`src/rtl/dma_layer_sched_if.sv`:
```
// Command and handshake bundle between the layer sequencer, the DMA block and the compute array.
// The master side is the sequencer; the slave side is everything it talks to.
interface dma_layer_sched_if;
    logic        start;
    logic        busy;
    logic        done;
    logic        s_op;
    logic [2:0]  op;
    logic        e_op;
    logic [41:0] inf_conv;
    logic [7:0]  tx_i;
    logic [7:0]  ty_i;
    logic [7:0]  x_mem_i;
    logic [7:0]  y_mem_i;
    logic        tile_ready;
    logic        tile_ack;

    modport master (
        input  start,
        input  e_op,
        input  inf_conv,
        input  tile_ack,
        output busy,
        output done,
        output s_op,
        output op,
        output tx_i,
        output ty_i,
        output x_mem_i,
        output y_mem_i,
        output tile_ready
    );

    modport slave (
        output start,
        output e_op,
        output inf_conv,
        output tile_ack,
        input  busy,
        input  done,
        input  s_op,
        input  op,
        input  tx_i,
        input  ty_i,
        input  x_mem_i,
        input  y_mem_i,
        input  tile_ready
    );
endinterface

```
`src/rtl/dma_layer_sched.sv`:
```
// Layer sequencer: loads config and kernels through DMA, then walks fmi tiles in raster order,
// handing each loaded tile to compute. All outputs come straight from registers.
module dma_layer_sched (
    input logic              clk,
    input logic              rst,
    dma_layer_sched_if.master bus
);
    localparam logic [2:0] OP_INF = 3'd0;
    localparam logic [2:0] OP_KEX = 3'd1;
    localparam logic [2:0] OP_KPW = 3'd2;
    localparam logic [2:0] OP_FMI = 3'd3;

    typedef enum logic [3:0] {
        StIdle,
        StInfReq,
        StInfWait,
        StKexReq,
        StKexWait,
        StKpwReq,
        StKpwWait,
        StFmiReq,
        StFmiWait,
        StCompute,
        StFin
    } state_t;

    state_t     r_state;
    logic       r_busy;
    logic       r_done;
    logic       r_s_op;
    logic [2:0] r_op;
    logic       r_tile_ready;
    // Tile position doubles as the walk counter, so it only moves when FMI_REQ is entered.
    logic [7:0] r_tx;
    logic [7:0] r_ty;
    logic [7:0] r_x_mem;
    logic [7:0] r_y_mem;
    logic [7:0] r_n_tx;
    logic [7:0] r_n_ty;
    logic [7:0] r_step_x;
    logic [7:0] r_step_y;

    logic w_last_x;
    logic w_last_tile;
    logic w_empty;
    logic w_unused_cfg;

    assign w_last_x     = (r_tx == r_n_tx - 8'd1);
    assign w_last_tile  = w_last_x && (r_ty == r_n_ty - 8'd1);
    assign w_empty      = (r_n_tx == 8'd0) || (r_n_ty == 8'd0);
    assign w_unused_cfg = ^bus.inf_conv[41:32];

    always_ff @(posedge clk or posedge rst) begin
        if (rst) begin
            r_state      <= StIdle;
            r_busy       <= 1'b0;
            r_done       <= 1'b0;
            r_s_op       <= 1'b0;
            r_op         <= OP_INF;
            r_tile_ready <= 1'b0;
            r_tx         <= 8'd0;
            r_ty         <= 8'd0;
            r_x_mem      <= 8'd0;
            r_y_mem      <= 8'd0;
            r_n_tx       <= 8'd0;
            r_n_ty       <= 8'd0;
            r_step_x     <= 8'd0;
            r_step_y     <= 8'd0;
        end else begin
            r_s_op <= 1'b0;
            r_done <= 1'b0;
            unique case (r_state)
                StIdle: begin
                    if (bus.start) begin
                        r_state <= StInfReq;
                        r_busy  <= 1'b1;
                        r_s_op  <= 1'b1;
                        r_op    <= OP_INF;
                        r_tx    <= 8'd0;
                        r_ty    <= 8'd0;
                        r_x_mem <= 8'd0;
                        r_y_mem <= 8'd0;
                    end
                end
                StInfReq: r_state <= StInfWait;
                StInfWait: begin
                    if (bus.e_op) begin
                        r_n_tx   <= bus.inf_conv[7:0];
                        r_n_ty   <= bus.inf_conv[15:8];
                        r_step_x <= bus.inf_conv[23:16];
                        r_step_y <= bus.inf_conv[31:24];
                        r_state  <= StKexReq;
                        r_s_op   <= 1'b1;
                        r_op     <= OP_KEX;
                    end
                end
                StKexReq: r_state <= StKexWait;
                StKexWait: begin
                    if (bus.e_op) begin
                        r_state <= StKpwReq;
                        r_s_op  <= 1'b1;
                        r_op    <= OP_KPW;
                    end
                end
                StKpwReq: r_state <= StKpwWait;
                StKpwWait: begin
                    if (bus.e_op) begin
                        if (w_empty) begin
                            r_state <= StFin;
                            r_done  <= 1'b1;
                        end else begin
                            r_state <= StFmiReq;
                            r_s_op  <= 1'b1;
                            r_op    <= OP_FMI;
                        end
                    end
                end
                StFmiReq: r_state <= StFmiWait;
                StFmiWait: begin
                    if (bus.e_op) begin
                        r_state      <= StCompute;
                        r_tile_ready <= 1'b1;
                    end
                end
                StCompute: begin
                    if (bus.tile_ack) begin
                        r_tile_ready <= 1'b0;
                        if (w_last_tile) begin
                            r_state <= StFin;
                            r_done  <= 1'b1;
                        end else begin
                            r_state <= StFmiReq;
                            r_s_op  <= 1'b1;
                            r_op    <= OP_FMI;
                            // Offsets accumulate modulo 256 rather than multiplying index by step.
                            if (w_last_x) begin
                                r_tx    <= 8'd0;
                                r_x_mem <= 8'd0;
                                r_ty    <= r_ty + 8'd1;
                                r_y_mem <= r_y_mem + r_step_y;
                            end else begin
                                r_tx    <= r_tx + 8'd1;
                                r_x_mem <= r_x_mem + r_step_x;
                            end
                        end
                    end
                end
                StFin: begin
                    r_state <= StIdle;
                    r_busy  <= 1'b0;
                end
                default: r_state <= StIdle;
            endcase
        end
    end

    assign bus.busy       = r_busy;
    assign bus.done       = r_done;
    assign bus.s_op       = r_s_op;
    assign bus.op         = r_op;
    assign bus.tile_ready = r_tile_ready;
    assign bus.tx_i       = r_tx;
    assign bus.ty_i       = r_ty;
    assign bus.x_mem_i    = r_x_mem;
    assign bus.y_mem_i    = r_y_mem;

    a_sop_single : assert property (@(posedge clk) disable iff (rst) r_s_op |=> !r_s_op);
    a_done_fin : assert property (@(posedge clk) disable iff (rst) r_done |-> r_state == StFin);
endmodule

```
`src/flat_wrapper.sv`:
```
// flat-port wrapper written by rule: the top's interface ports become plain ports
module dma_layer_sched_flat 
  (clk, rst, bus_start, bus_e_op, bus_inf_conv, bus_tile_ack, bus_busy, bus_done, bus_s_op, bus_op, bus_tx_i, bus_ty_i, bus_x_mem_i, bus_y_mem_i, bus_tile_ready);
  dma_layer_sched_if bus_i ();
  input logic clk;
  input logic rst;
  input wire logic [$bits(bus_i.start)-1:0] bus_start;
  input wire logic [$bits(bus_i.e_op)-1:0] bus_e_op;
  input wire logic [$bits(bus_i.inf_conv)-1:0] bus_inf_conv;
  input wire logic [$bits(bus_i.tile_ack)-1:0] bus_tile_ack;
  output wire logic [$bits(bus_i.busy)-1:0] bus_busy;
  output wire logic [$bits(bus_i.done)-1:0] bus_done;
  output wire logic [$bits(bus_i.s_op)-1:0] bus_s_op;
  output wire logic [$bits(bus_i.op)-1:0] bus_op;
  output wire logic [$bits(bus_i.tx_i)-1:0] bus_tx_i;
  output wire logic [$bits(bus_i.ty_i)-1:0] bus_ty_i;
  output wire logic [$bits(bus_i.x_mem_i)-1:0] bus_x_mem_i;
  output wire logic [$bits(bus_i.y_mem_i)-1:0] bus_y_mem_i;
  output wire logic [$bits(bus_i.tile_ready)-1:0] bus_tile_ready;
  assign bus_i.start = bus_start;
  assign bus_i.e_op = bus_e_op;
  assign bus_i.inf_conv = bus_inf_conv;
  assign bus_i.tile_ack = bus_tile_ack;
  assign bus_busy = bus_i.busy;
  assign bus_done = bus_i.done;
  assign bus_s_op = bus_i.s_op;
  assign bus_op = bus_i.op;
  assign bus_tx_i = bus_i.tx_i;
  assign bus_ty_i = bus_i.ty_i;
  assign bus_x_mem_i = bus_i.x_mem_i;
  assign bus_y_mem_i = bus_i.y_mem_i;
  assign bus_tile_ready = bus_i.tile_ready;
  dma_layer_sched u_core (.clk(clk), .rst(rst), .bus(bus_i));
endmodule
```
`config.mk`:
```
export PLATFORM = sky130hd
export DESIGN_NAME = dma_layer_sched_flat
export DESIGN_NICKNAME = d
export VERILOG_FILES = /design/src/rtl/dma_layer_sched_if.sv /design/src/rtl/dma_layer_sched.sv /design/src/flat_wrapper.sv
export SDC_FILE = /design/constraint.sdc
export NUM_CORES = 1
export LEC_CHECK = 0
export CAP_MARGIN = 5
export CORE_MARGIN = 2
export CORE_UTILIZATION = 49
export CTS_CLUSTER_SIZE = 12
export DETAILED_ROUTE_END_ITERATION = 12
export PLACE_DENSITY_LB_ADDON = 0.08
export SLEW_MARGIN = 20
export SYNTH_ARGS = -nofsm -noshare
export SYNTH_HDL_FRONTEND = slang
export SYNTH_SLANG_ARGS = --single-unit
export TNS_END_PERCENT = 100
```
`constraint.sdc`:
```
create_clock -name clk -period 5.2 [get_ports clk]
set_input_delay 1.04 -clock clk [delete_from_list [all_inputs] [get_ports clk]]
set_output_delay 1.04 -clock clk [all_outputs]
set_load 0.02 [all_outputs]
```
=== Word level (Yosys, flattened, before mapping) ===
Cells that the tools add are included.

* Register bits: 75
* Bits in latches: 0
* RAM bits: 0
* ROM bits: 0
* Output and inout port bits: 39
* Word-level logic and storage cells: 109
* Memories kept: 0

* Add/subtract/negate cells: 6
* Multipliers: 0
* Div/mod/pow operators: 0
* Order comparisons: 0
* Equality and inequality tests: 21
* Shifts and indexed selects: 0
* Multiplexer cells: 51
* Bitwise logic cells: 0
* Reduce and logical (&&, ||, !) cells: 17

{| class="wikitable"
|+ Operators by type and width
! operator !! count
|-
| $mux 8 || 13
|-
| $pmux 8 s2 || 4
|-
| $pmux 4 s10 || 1
|-
| $mux 4 || 8
|-
| $mux 3 || 7
|-
| $add 8x1->8 const B || 2
|-
| $add 8x8->8 || 2
|-
| $eq 4x3->1 const B || 4
|-
| $eq 8x8->1 || 2
|-
| $logic_not 8->1 || 2
|-
| $ne 2x2->1 const B || 8
|-
| $sub 8x1->8 const B || 2
|-
| $pmux 3 s5 || 1
|-
| $mux 1 || 13
|-
| $eq 4x4->1 const B || 3
|-
| $eq 4x2->1 const B || 2
|-
| $reduce_and 8->1 || 1
|-
| $pmux 1 s2 || 3
|-
| $reduce_and 6->1 || 1
|-
| $reduce_bool 2->1 || 3
|-
| $reduce_and 5->1 || 1
|-
| $reduce_bool 5->1 || 1
|-
| $eq 4x1->1 const B || 1
|-
| $logic_not 4->1 || 1
|-
| 8 further kinds || 9
|}

=== Logic depth before layout (Yosys ltp) ===
Gate-level depths: netlist (run 1).

* Depth in word-level cells: 6
* Mapped depth: 12

=== Least setup slack after synthesis (run 1) ===
Ideal clock, no wire load.

* Path type: flip-flop to flip-flop
* From: register u_core.r_n_ty[2]
* To: register u_core.r_op[0] (netlist: u_core.bus.op[0])
* Library setup time: 121 ps
* Arrival: 2,638 ps
* Required time: 5,079 ps
* Slack: 2,441 ps
* Stages on the path, launching flop included: 8
* Path buffers: 0
* Cells stage by stage: dfrtp_1 > or4_4 > or3_1 > a21o_1 > a2111oi_4 > a31oi_2 > or3_4 > o22a_1

* Longest elaborated chain between the ends: 5
* Elaborated cells on any way between the ends: 8

{| class="wikitable"
|+ Ends and longest elaborated chain
! element !! RTL line !! text
|-
| from (decl) || dma_layer_sched.sv:39 || <nowiki>logic [7:0] r_n_ty;</nowiki>
|-
| from (signal assigned) || dma_layer_sched.sv:89 || <nowiki>r_n_ty <= bus.inf_conv[15:8];</nowiki>
|-
| $sub 8x1->8 || dma_layer_sched.sv:49 || <nowiki>assign w_last_tile = w_last_x && (r_ty == r_n_ty - 8'd1);</nowiki>
|-
| $eq 8x8->1 || dma_layer_sched.sv:49 ||
|-
| $logic_and 1x1->1 || dma_layer_sched.sv:49 ||
|-
| $ne 2x2->1 (no source line) || -- ||
|-
| $reduce_and 8->1 (no source line) * || -- ||
|-
| to (signal assigned) || dma_layer_sched.sv:59 || <nowiki>r_op <= OP_INF;</nowiki>
|-
| to (signal assigned) || dma_layer_sched.sv:78 || <nowiki>r_op <= OP_INF;</nowiki>
|-
| to (signal assigned) || dma_layer_sched.sv:94 || <nowiki>r_op <= OP_KEX;</nowiki>
|-
| to (decl) || dma_layer_sched.sv:31 || <nowiki>logic [2:0] r_op;</nowiki>
|}

Every way passes the cells marked *; elsewhere a longest branch is shown, timed or not.
A chain may end at the register's enable or synchronous reset.

=== Worst setup path after layout (run 1) ===
* From: register u_core.r_n_ty[2]
* To: register u_core.r_y_mem[6] (netlist: u_core.bus.y_mem_i[6])

* Longest elaborated chain between the ends: 5

{| class="wikitable"
|+ Ends and longest elaborated chain
! element !! RTL line !! text
|-
| $sub 8x1->8 || dma_layer_sched.sv:49 ||
|-
| $eq 8x8->1 || dma_layer_sched.sv:49 ||
|-
| $logic_and 1x1->1 || dma_layer_sched.sv:49 ||
|-
| $ne 2x2->1 (no source line) || -- ||
|-
| $reduce_and 5->1 (no source line) || -- ||
|-
| to (signal assigned) || dma_layer_sched.sv:140 || <nowiki>r_y_mem <= r_y_mem + r_step_y;</nowiki>
|-
| to (decl) || dma_layer_sched.sv:37 || <nowiki>logic [7:0] r_y_mem;</nowiki>
|}

No other way between the ends.

==> results.yml, run 1 <==
global_route:
  gr-usage-met1: 0.294
  top_usage_layer: "met2"
  antenna_found_initial: 0
  overflow: 0
  grt_pass1_vias: 3454
  grt_max_degree: 50
  grt.total_usage: 0.214
  met2_usage: 0.347
  grt_pass1_wl_mm: 17.0
  met3_usage: 0.0439
layout:
  fin_cells: 617
  n_fill_cell: 780
  finalNetCount: 571
  seq_area_mm2: 0.00185
  layout-drive-gt1-share: 0.142
  multiInputGateArea_mm2: 0.00245
  fin_util: 0.606
  synthToLayoutAreaGrowth_pct: 21.9
  n_antenna_cell: 0
timing:
  tightest_slew_ns: 1.05
  skew_ns: 0.0110
  finalCriticalPeriod_ns: 3.59
  tns_ns: 0
  slew_viol_final: 0
  relSlewSlack: 0.298
  finalCritPeriodShare: 0.690
  hold_viol_final: 0
  final-setup-viol-count: 0
  whs_ns: 0.506
  rsz0062_at_grt: "no"
  fmax_ghz: 0.279
status:
  status: "finished, final reports clean"
cts:
  cts_setup_buffers: 0
  cts_tree: "done"
  cts-root-buf: "clkbuf_8"
  hold_buffers: 0
  h-tree-depth: 3
  post_cts_resize_count: 0
  cts_sinks: 74
  clk_pin_slew_worst_paths_ns: 0.08
  cts_max_path_buffers: 2
  numCtsBuffers: 9
  clk_latency_ns: 0.34
synthesis:
  async_flop_share: 1.00
  synth.most_common_cell: "dfrtp_1"
  yosys.area.top_type: "dfrtp_1"
  yosys.cell_types.count: 66
  ys_seq_elements: 74
  synthesis.area_mm2: 0.00453
  synth_common_cells: "74 x dfrtp_1, 33 x mux2_2, 27 x nand2_1, 27 x nor2_1, 26 x nand3_1"
  synth-seq-area-share: 0.409
  syn_nets: 506
  ys.flop_type: "dfrtp_1"
  synth-edff-count: 0
  ys_warn_count: 0
  syn_inst: 437
  syn_avg_cell_area_um2: 10.4
  synthTopCellsByArea: "dfrtp_1 41%, mux2_2 8.2%, ha_1 5.5%"
  yosysTopAreaCellShare: 0.409
drt:
  remaining_drc_errors: 0
  viasPerCell: 5.79
  drt_iter0_markers: 108
  drt-total-wl_mm: 10.3
  drtAntennaViolNets: 0
  wire_per_inst_um: 16.7
  vias: 3570
  firstDrtPassIters: 4
pwr:
  powerDensity_mw_per_mm2: 511
  leakagePower_nw: 2.35
  peakVddDrop_mv: 0.210
worst_setup_path:
  cp.arrival_ns: 3.81
  cp-end-kind: "flop"
  crit_fanout: 28
  critical_path_class: "reg -> reg"
  cp-start-kind: "flop"
  crit_required_ns: 5.42
floorplanning:
  row_count: 35
  die-area_mm2: 0.0100
  ios: 86
  design.core.area_mm2: 0.00911
  die_w_um: 100
  start_util: 0.497
  fp.dieH_um: 100
worst_hold_path:
  hold_class: "reg -> reg"
placed_design:
  dp_hpwl_mm: 7.32
  io_buffers: 74
  placed_cells: 602
  gp_congestion: 0.866
job:
  max_cap_viol_count: 0
critical path, cell delays in order (launching register included):
cell,delay (ns)
dfrtp_1,0.47
or4_4,0.57
or3_1,0.31
a21o_1,0.21
a2111oi_4,0.49
a211o_1,0.76
nand2_4,0.25
mux2_1,0.39
placed cells by master, fill, tap and decap left out, types with 3 or more instances in the layout:
master / instances
clkdlybuf4s50_1: 74
dfrtp_1: 74
mux2_2: 33
nor2_1: 27
nand2_1: 27
nand3_1: 26
ha_1: 20
inv_1: 19
xor2_1: 16
xnor2_1: 16
a21oi_1: 16
o21ai_0: 14
mux2i_1: 12
clkbuf_8: 10
nor3_1: 9
a21o_1: 8
nand3b_1: 8
nand4_1: 6
a211oi_1: 6
or4_1: 5
mux2_1: 5
a31oi_1: 4
o211ai_1: 3
o31ai_1: 3
bufinv_16: 3
buf_4: 3
final cells by class:
cell class,count,share of cell area
Clock inverter,5,0.0186
Timing Repair Buffer,77,0.138
Multi-Input combinational cell,320,0.444
Clock buffer,10,0.0249
Inverter,20,0.0136
Tap cell,111,0.0252
Sequential cell,74,0.335
state kept, by name, summed over array words and instances (netlist names):
name / count
u_core.bus.x_mem_i: 8
u_core.bus.done: 1
u_core.r_step_y: 8
u_core.r_step_x: 8
u_core.r_n_tx: 8
u_core.bus.y_mem_i: 8
u_core.r_n_ty: 8
u_core.bus.busy: 1
u_core.bus.op: 2
u_core.bus.ty_i: 8
u_core.bus.tile_ready: 1
u_core.bus.tx_i: 8
u_core.bus.s_op: 1
u_core.r_state: 4
power breakdown:
group	switching, mW	total (mW)	leakage [nW]	internal (mW)
clock network	0.215	0.543	0.118	0.329
registers	0.231	1.00	0.946	0.770
logic	0.643	1.28	1.29	0.635
total	1.09	2.82	2.35	1.73
layer usage:
metal | wire [um] | part of all wire
met1 | 4680 | 0.46
met2 | 5090 | 0.50
met3 | 393 | 0.038
met4 | 108 | 0.011
met5 | 0 | 0
stage by stage:
stage	total power, mW	worst slack, ns	cell area, um^2
after detailed placement	2.28	1.60	5280
after floorplan	1.96	2.28	4530
after global placement	2.24	1.69	5280
final	2.82	1.61	5520
after CTS	2.84	1.59	5520
after global routing	3.03	1.38	5520
path summary, 6_finish.rpt:
kind	start	end	slack (ns)	cells after the start
max in group asynchronous	rst	u_core.bus.tx_i[0]$_DFFE_PP0P_	3.03	3
min in group asynchronous	rst	u_core.r_step_y[6]$_DFFE_PP0P_	1.09	2
max	u_core.r_n_ty[2]$_DFFE_PP0P_	u_core.bus.y_mem_i[6]$_DFFE_PP0P_	1.61	7
min reg2reg	u_core.bus.op[1]$_DFFE_PP0P_	u_core.bus.op[1]$_DFFE_PP0P_	0.51	1
max reg2reg	u_core.r_n_ty[2]$_DFFE_PP0P_	u_core.bus.y_mem_i[6]$_DFFE_PP0P_	1.61	7
min	u_core.bus.op[1]$_DFFE_PP0P_	u_core.bus.op[1]$_DFFE_PP0P_	0.51	1
kinds of logic after synthesis:
group           synth area share
fa+ha+maj                 0.0641
simple gates               0.146
compound gates             0.148
other cells             0.000828
flops                      0.409
mux                        0.121
xor+xnor                  0.0619
buf+inv                   0.0497
(Power assumes the default switching activity.)
==> run 2: changes to the inputs <==
Settings changed: CORE_UTILIZATION 49 to 48.
Clock period 5.2 ns to 3.3 ns, I/O delays scaled along.
==> run 2 against run 1 <==
  * Register-to-register slack worse by 1.3 ns
  * Total power is 50% higher
  * Largest cell class unchanged
  * Sequential power rose by 57%
==> results.yml, run 2 (same netlist as run 1, synthesis figures left out) <==
floorplanning:
  fp.dieH_um: 101
  ios: 86
  die_w_um: 101
  start_util: 0.493
  row_count: 35
  design.core.area_mm2: 0.00920
  die-area_mm2: 0.0102
layout:
  layout_common_cells: "74 x clkdlybuf4s50_1, 74 x dfrtp_1, 33 x mux2_2"
  n_antenna_cell: 0
  finalNetCount: 577
  n_fill_cell: 829
  synthToLayoutAreaGrowth_pct: 21.5
  layout-drive-gt1-share: 0.148
  fin_cells: 624
worst_setup_path:
  cp.depth: 8
  crit_fanout: 13
  crit_family: "simple AND/OR/NAND/NOR gates"
  cp-endpoint: "u_core.bus.ty_i[5]$_DFFE_PP0P_"
  crit_required_ns: 3.58
  slowest_stage: "or4_4"
  cp-end-kind: "flop"
  cp-start-kind: "flop"
  r2r-start: "u_core.r_n_tx[0]$_DFFE_PP0P_"
  ff2ff_path_depth: 8
  slowest_delay_ns: 0.56
  path_cells: "or4_4 -> or3_4 -> a2111oi_4 -> nand3_2 -> a211o_1 -> buf_4 -> or4_1 -> o21ai_1"
  crit_buf_inv: 1
  timing.rr.end: "u_core.bus.ty_i[5]$_DFFE_PP0P_"
  r2r_slack_ns: 0.31
  critical_path_class: "reg -> reg"
  worstSetupStartpoint: "u_core.r_n_tx[0]$_DFFE_PP0P_"
  cp.arrival_ns: 3.27
placed_design:
  gp_congestion: 0.805
  dp_hpwl_mm: 7.13
  io_buffers: 74
  placed_cells: 608
  post-place-ws_ns: 0.312
pwr:
  leakagePower_nw: 2.35
  pwr-share-clk: 0.147
  powerDensity_mw_per_mm2: 767
  peakVddDrop_mv: 0.322
  power.total_mw: 4.22
  p_int_mw: 2.53
  seqPwrFrac: 0.371
  pwr-share-comb: 0.482
  power.switching_mw: 1.70
  p_sw_frac: 0.402
cts:
  cts_setup_buffers: 0
  numCtsBuffers: 9
  cts_tree: "done"
  post_cts_resize_count: 0
  clk_latency_ns: 0.35
  cts_sinks: 74
  cts_max_path_buffers: 2
  h-tree-depth: 3
  hold_buffers: 0
  clk_pin_slew_worst_paths_ns: 0.08
  cts-root-buf: "clkbuf_8"
drt:
  vias: 3555
  drtAntennaViolNets: 0
  firstDrtPassIters: 4
  wire_per_inst_um: 15.9
  drt-total-wl_mm: 9.89
  viasPerCell: 5.70
  remaining_drc_errors: 0
  drt_iter0_markers: 150
timing:
  final-setup-viol-count: 0
  tightest_slew_ns: 0.548
  finalCritPeriodShare: 0.906
  skew_ns: 0.00753
  relSlewSlack: 0.634
  layout_setup_ws_ns: 0.309
  fmax_ghz: 0.334
  finalCriticalPeriod_ns: 2.99
  tns_ns: 0
  slew_viol_final: 0
  rsz0062_at_grt: "no"
  hold_viol_final: 0
global_route:
  antenna_found_initial: 0
  overflow: 0
  grt_pass1_wl_mm: 17.0
  grt.total_usage: 0.208
  grt_max_degree: 51
  grt_pass1_vias: 3577
worst_hold_path:
  hold_class: "reg -> reg"
status:
  status: "finished, final reports clean"
job:
  max_cap_viol_count: 0
[run 2: changes by cell type in the layout (fill, tap and decap cells not counted)]
| cell | change |
|---|---|
| buf_12 | +1 |
| buf_4 | +5 |
| bufinv_16 | -3 |
| clkbuf_1 | +3 |
| clkinv_2 | +2 |
| clkinvlp_4 | -1 |
[run 2: per-stage QoR]
stage	hold WS (ns)	instance area (um^2)	util
after floorplan	0.484	4530	-
after global placement	0.486	5340	0.581
after detailed placement	0.499	5340	0.581
after CTS	0.516	5500	0.598
after global routing	0.546	5500	0.598
final	0.510	5500	0.598
[run 2: power groups by stage]
stage	registers, mW	logic (mW)	clock network (mW)
floorplan	1.55	1.54	0
global placement	1.57	1.98	0
detailed placement	1.58	2.04	0
CTS	1.57	2.05	0.641
global route	1.62	2.27	0.690
finish	1.57	2.03	0.621
[run 2: cell type report]
type	instances	area [um^2]	share of cell area
multi-input cells	320	2450	0.446
flip-flops and latches	74	1850	0.337
repair buffers	83	821	0.149
clock buffers	13	149	0.0271
well taps	111	139	0.0252
inverters	20	75.1	0.0136
clock inverters	3	15.0	0.00273
[run 2: worst min-delay path by stage]
stage | start | end | slack [ns] | cells after the start
after CTS | u_core.bus.op[1]$_DFFE_PP0P_ | u_core.bus.op[1]$_DFFE_PP0P_ | 0.52 | 1
after detailed placement | u_core.bus.y_mem_i[7]$_DFFE_PP0P_ | u_core.bus.y_mem_i[7]$_DFFE_PP0P_ | 0.50 | 1
after floorplan | u_core.r_step_x[0]$_DFFE_PP0P_ | u_core.r_step_x[0]$_DFFE_PP0P_ | 0.48 | 1
after global routing | u_core.r_step_x[0]$_DFFE_PP0P_ | u_core.r_step_x[0]$_DFFE_PP0P_ | 0.55 | 1
after global placement | u_core.bus.op[1]$_DFFE_PP0P_ | u_core.bus.op[1]$_DFFE_PP0P_ | 0.49 | 1
final | u_core.bus.op[1]$_DFFE_PP0P_ | u_core.bus.op[1]$_DFFE_PP0P_ | 0.51 | 1
[run 2: metal layers]
metal  part of all wire  vias up  global-route usage  wire length [um]
met4             0.0094        0              0.0696                93
met5                  0        -                   0                 0
met2               0.50       65               0.354              4990
met3              0.040        8              0.0400               397
li1                   -     1722                   -                 -
met1               0.45     1760               0.268              4410
[run 2: worst register-to-register path, delay by kind of cell (launching register included)]
kind / cells / cell delay, ns
flops: 1 / 0.43
simple gates: 4 / 1.52
buf+inv: 1 / 0.19
compound gates: 3 / 0.78
==> run 3: changes to the inputs <==
Settings changed: ABC_AREA from default to 1.
==> run 3 against run 2 <==
  * Combinational power fell by 19%
  * Register-to-register slack improved by 0.40 ns
  * Clock skew rose by 0.00086 ns
  * Synthesized cell count rose by 37%
  * Sequential cell count did not move
  * Maximum frequency rose by 15%
  * Non-clock buffer count fell by 4
  * Core utilization rose by 1.1 points
  * Worst hold slack got worse by 0.015 ns
  * Design area rose by 3.4%
  * Largest power group unchanged
  * Highest routed layer unchanged
==> results.yml, run 3 <==
synthesis:
  syn_nets: 669
  yosys.cell_types.count: 40
  yosysTopAreaCellShare: 0.398
  synthTopCellsByArea: "dfrtp_1 40%, nand2_1 14%, nor2_1 5.7%"
  synth-edff-count: 0
  async_flop_share: 1.00
  synth_common_cells: "170 x nand2_1, 74 x dfrtp_1, 70 x nor2_1"
  syn_avg_cell_area_um2: 7.74
  synth-seq-area-share: 0.398
  ys_warn_count: 0
  synthesis.area_mm2: 0.00465
  syn_inst: 600
  ys.flop_type: "dfrtp_1"
  synth.most_common_cell: "nand2_1"
  yosys.area.top_type: "dfrtp_1"
  ys_seq_elements: 74
cts:
  cts_tree: "done"
  hold_buffers: 0
  clk_pin_slew_worst_paths_ns: 0.07
  clk_latency_ns: 0.35
  cts-root-buf: "clkbuf_8"
  cts_sinks: 74
  h-tree-depth: 3
  cts_setup_buffers: 0
  cts_max_path_buffers: 2
  post_cts_resize_count: 0
  numCtsBuffers: 9
placed_design:
  dp_hpwl_mm: 8.02
  io_buffers: 74
  gp_congestion: 0.912
  post-place-ws_ns: 0.746
  placed_cells: 790
  dpl_cell_area_mm2: 0.00547
worst_setup_path:
  slowest_delay_ns: 0.51
  crit_family: "simple AND/OR/NAND/NOR gates"
  crit_fanout: 33
  slowest_stage: "dfrtp_1"
  cpMostUsedCell: "nand2_4"
  cp.depth: 10
  cp-start-kind: "flop"
  ff2ff_path_depth: 10
  crit_required_ns: 3.53
  path_cells: "inv_1 -> nor3_2 -> buf_4 -> inv_1 -> nor2_1 -> nand2_4 -> nand2_4 -> nand2_4 -> nand2_1 -> nand2_1"
  cp-end-kind: "flop"
  cp.arrival_ns: 2.82
  critical_path_class: "reg -> reg"
  crit_buf_inv: 3
drt:
  drt_iter0_markers: 122
  viasPerCell: 5.07
  drt-total-wl_mm: 11.0
  remaining_drc_errors: 0
  drtAntennaViolNets: 0
  vias: 4086
  wire_per_inst_um: 13.6
  firstDrtPassIters: 4
global_route:
  antenna_found_initial: 0
  grt.total_usage: 0.219
  grt_pass1_vias: 3997
  grt_max_degree: 35
  overflow: 0
  grt_pass1_wl_mm: 18.1
floorplanning:
  row_count: 35
  die_w_um: 102
  start_util: 0.498
  ios: 86
  design.core.area_mm2: 0.00933
  fp.dieH_um: 102
  die-area_mm2: 0.0105
timing:
  layout_setup_ws_ns: 0.709
  rsz0062_at_grt: "no"
  final-setup-viol-count: 0
  tns_ns: 0
  slew_viol_final: 0
  relSlewSlack: 0.427
  finalCriticalPeriod_ns: 2.59
  skew_ns: 0.00839
  whs_ns: 0.494
  fmax_ghz: 0.386
  finalCritPeriodShare: 0.785
  tightest_slew_ns: 0.856
  hold_viol_final: 0
pwr:
  leakagePower_nw: 2.77
  power.total_mw: 3.85
  powerDensity_mw_per_mm2: 678
  peakVddDrop_mv: 0.378
worst_hold_path:
  hold_class: "reg -> reg"
  min_path_cells: 2
layout:
  layout_common_cells: "169 x nand2_1, 74 x clkdlybuf4s50_1, 74 x dfrtp_1"
  synthToLayoutAreaGrowth_pct: 22.4
  final_common_cell: "nand2_1"
  fin_util: 0.610
  fin_cells: 806
  fin_area_mm2: 0.00569
  layout-drive-gt1-share: 0.0916
  n_antenna_cell: 0
  finalNetCount: 741
status:
  status: "finished, final reports clean"
job:
  max_cap_viol_count: 0
run 3: cell type report:
| type | instances | area (um^2) |
|---|---|---|
| Timing Repair Buffer | 79 | 778 |
| Tap cell | 129 | 161 |
| Sequential cell | 74 | 1850 |
| Clock buffer | 11 | 141 |
| Clock inverter | 5 | 77.6 |
| Inverter | 62 | 233 |
| Multi-Input combinational cell | 446 | 2440 |
| Fill cell | 876 | 3640 |
run 3: path summary, 6_finish.rpt:
path	from	end	slack, ns
max	u_core.r_state[0]$_DFFE_PP0P_	u_core.bus.ty_i[0]$_DFFE_PP0P_	0.71
min	u_core.bus.op[0]$_DFFE_PP0P_	u_core.bus.op[0]$_DFFE_PP0P_	0.49
max reg2reg	u_core.r_state[0]$_DFFE_PP0P_	u_core.bus.ty_i[0]$_DFFE_PP0P_	0.71
min reg2reg	u_core.bus.op[0]$_DFFE_PP0P_	u_core.bus.op[0]$_DFFE_PP0P_	0.49
max in group asynchronous	rst	u_core.bus.y_mem_i[3]$_DFFE_PP0P_	2.04
min in group asynchronous	rst	u_core.r_n_tx[0]$_DFFE_PP0P_	0.61
run 3: metal layers:
metal | vias to the layer above | global-route usage | wire length [um]
li1 | 2048 | - | -
met1 | 1937 | 0.293 | 5250
met2 | 86 | 0.368 | 5180
met3 | 15 | 0.0294 | 368
met4 | 0 | 0.0718 | 182
met5 | - | 0 | 0
run 3: worst min-delay path: stages (launching register included):
cell and delay (ns):
dfrtp_1 0.35, nand2_1 0.05, nand2_1 0.05
run 3: logic make-up after synthesis:
logic type / Yosys count / synth area share
other cells: 1 / 0.000807
fa+ha+maj: 22 / 0.0625
flops: 74 / 0.398
simple gates: 325 / 0.304
xor+xnor: 27 / 0.0509
compound gates: 51 / 0.0590
buf+inv: 80 / 0.0759
mux: 20 / 0.0482
run 3: where the power goes:
group          switching (mW)  total (mW)  internal (mW)
Combinational           0.955        1.64          0.681
Sequential              0.252        1.42           1.17
Clock                   0.350       0.795          0.445
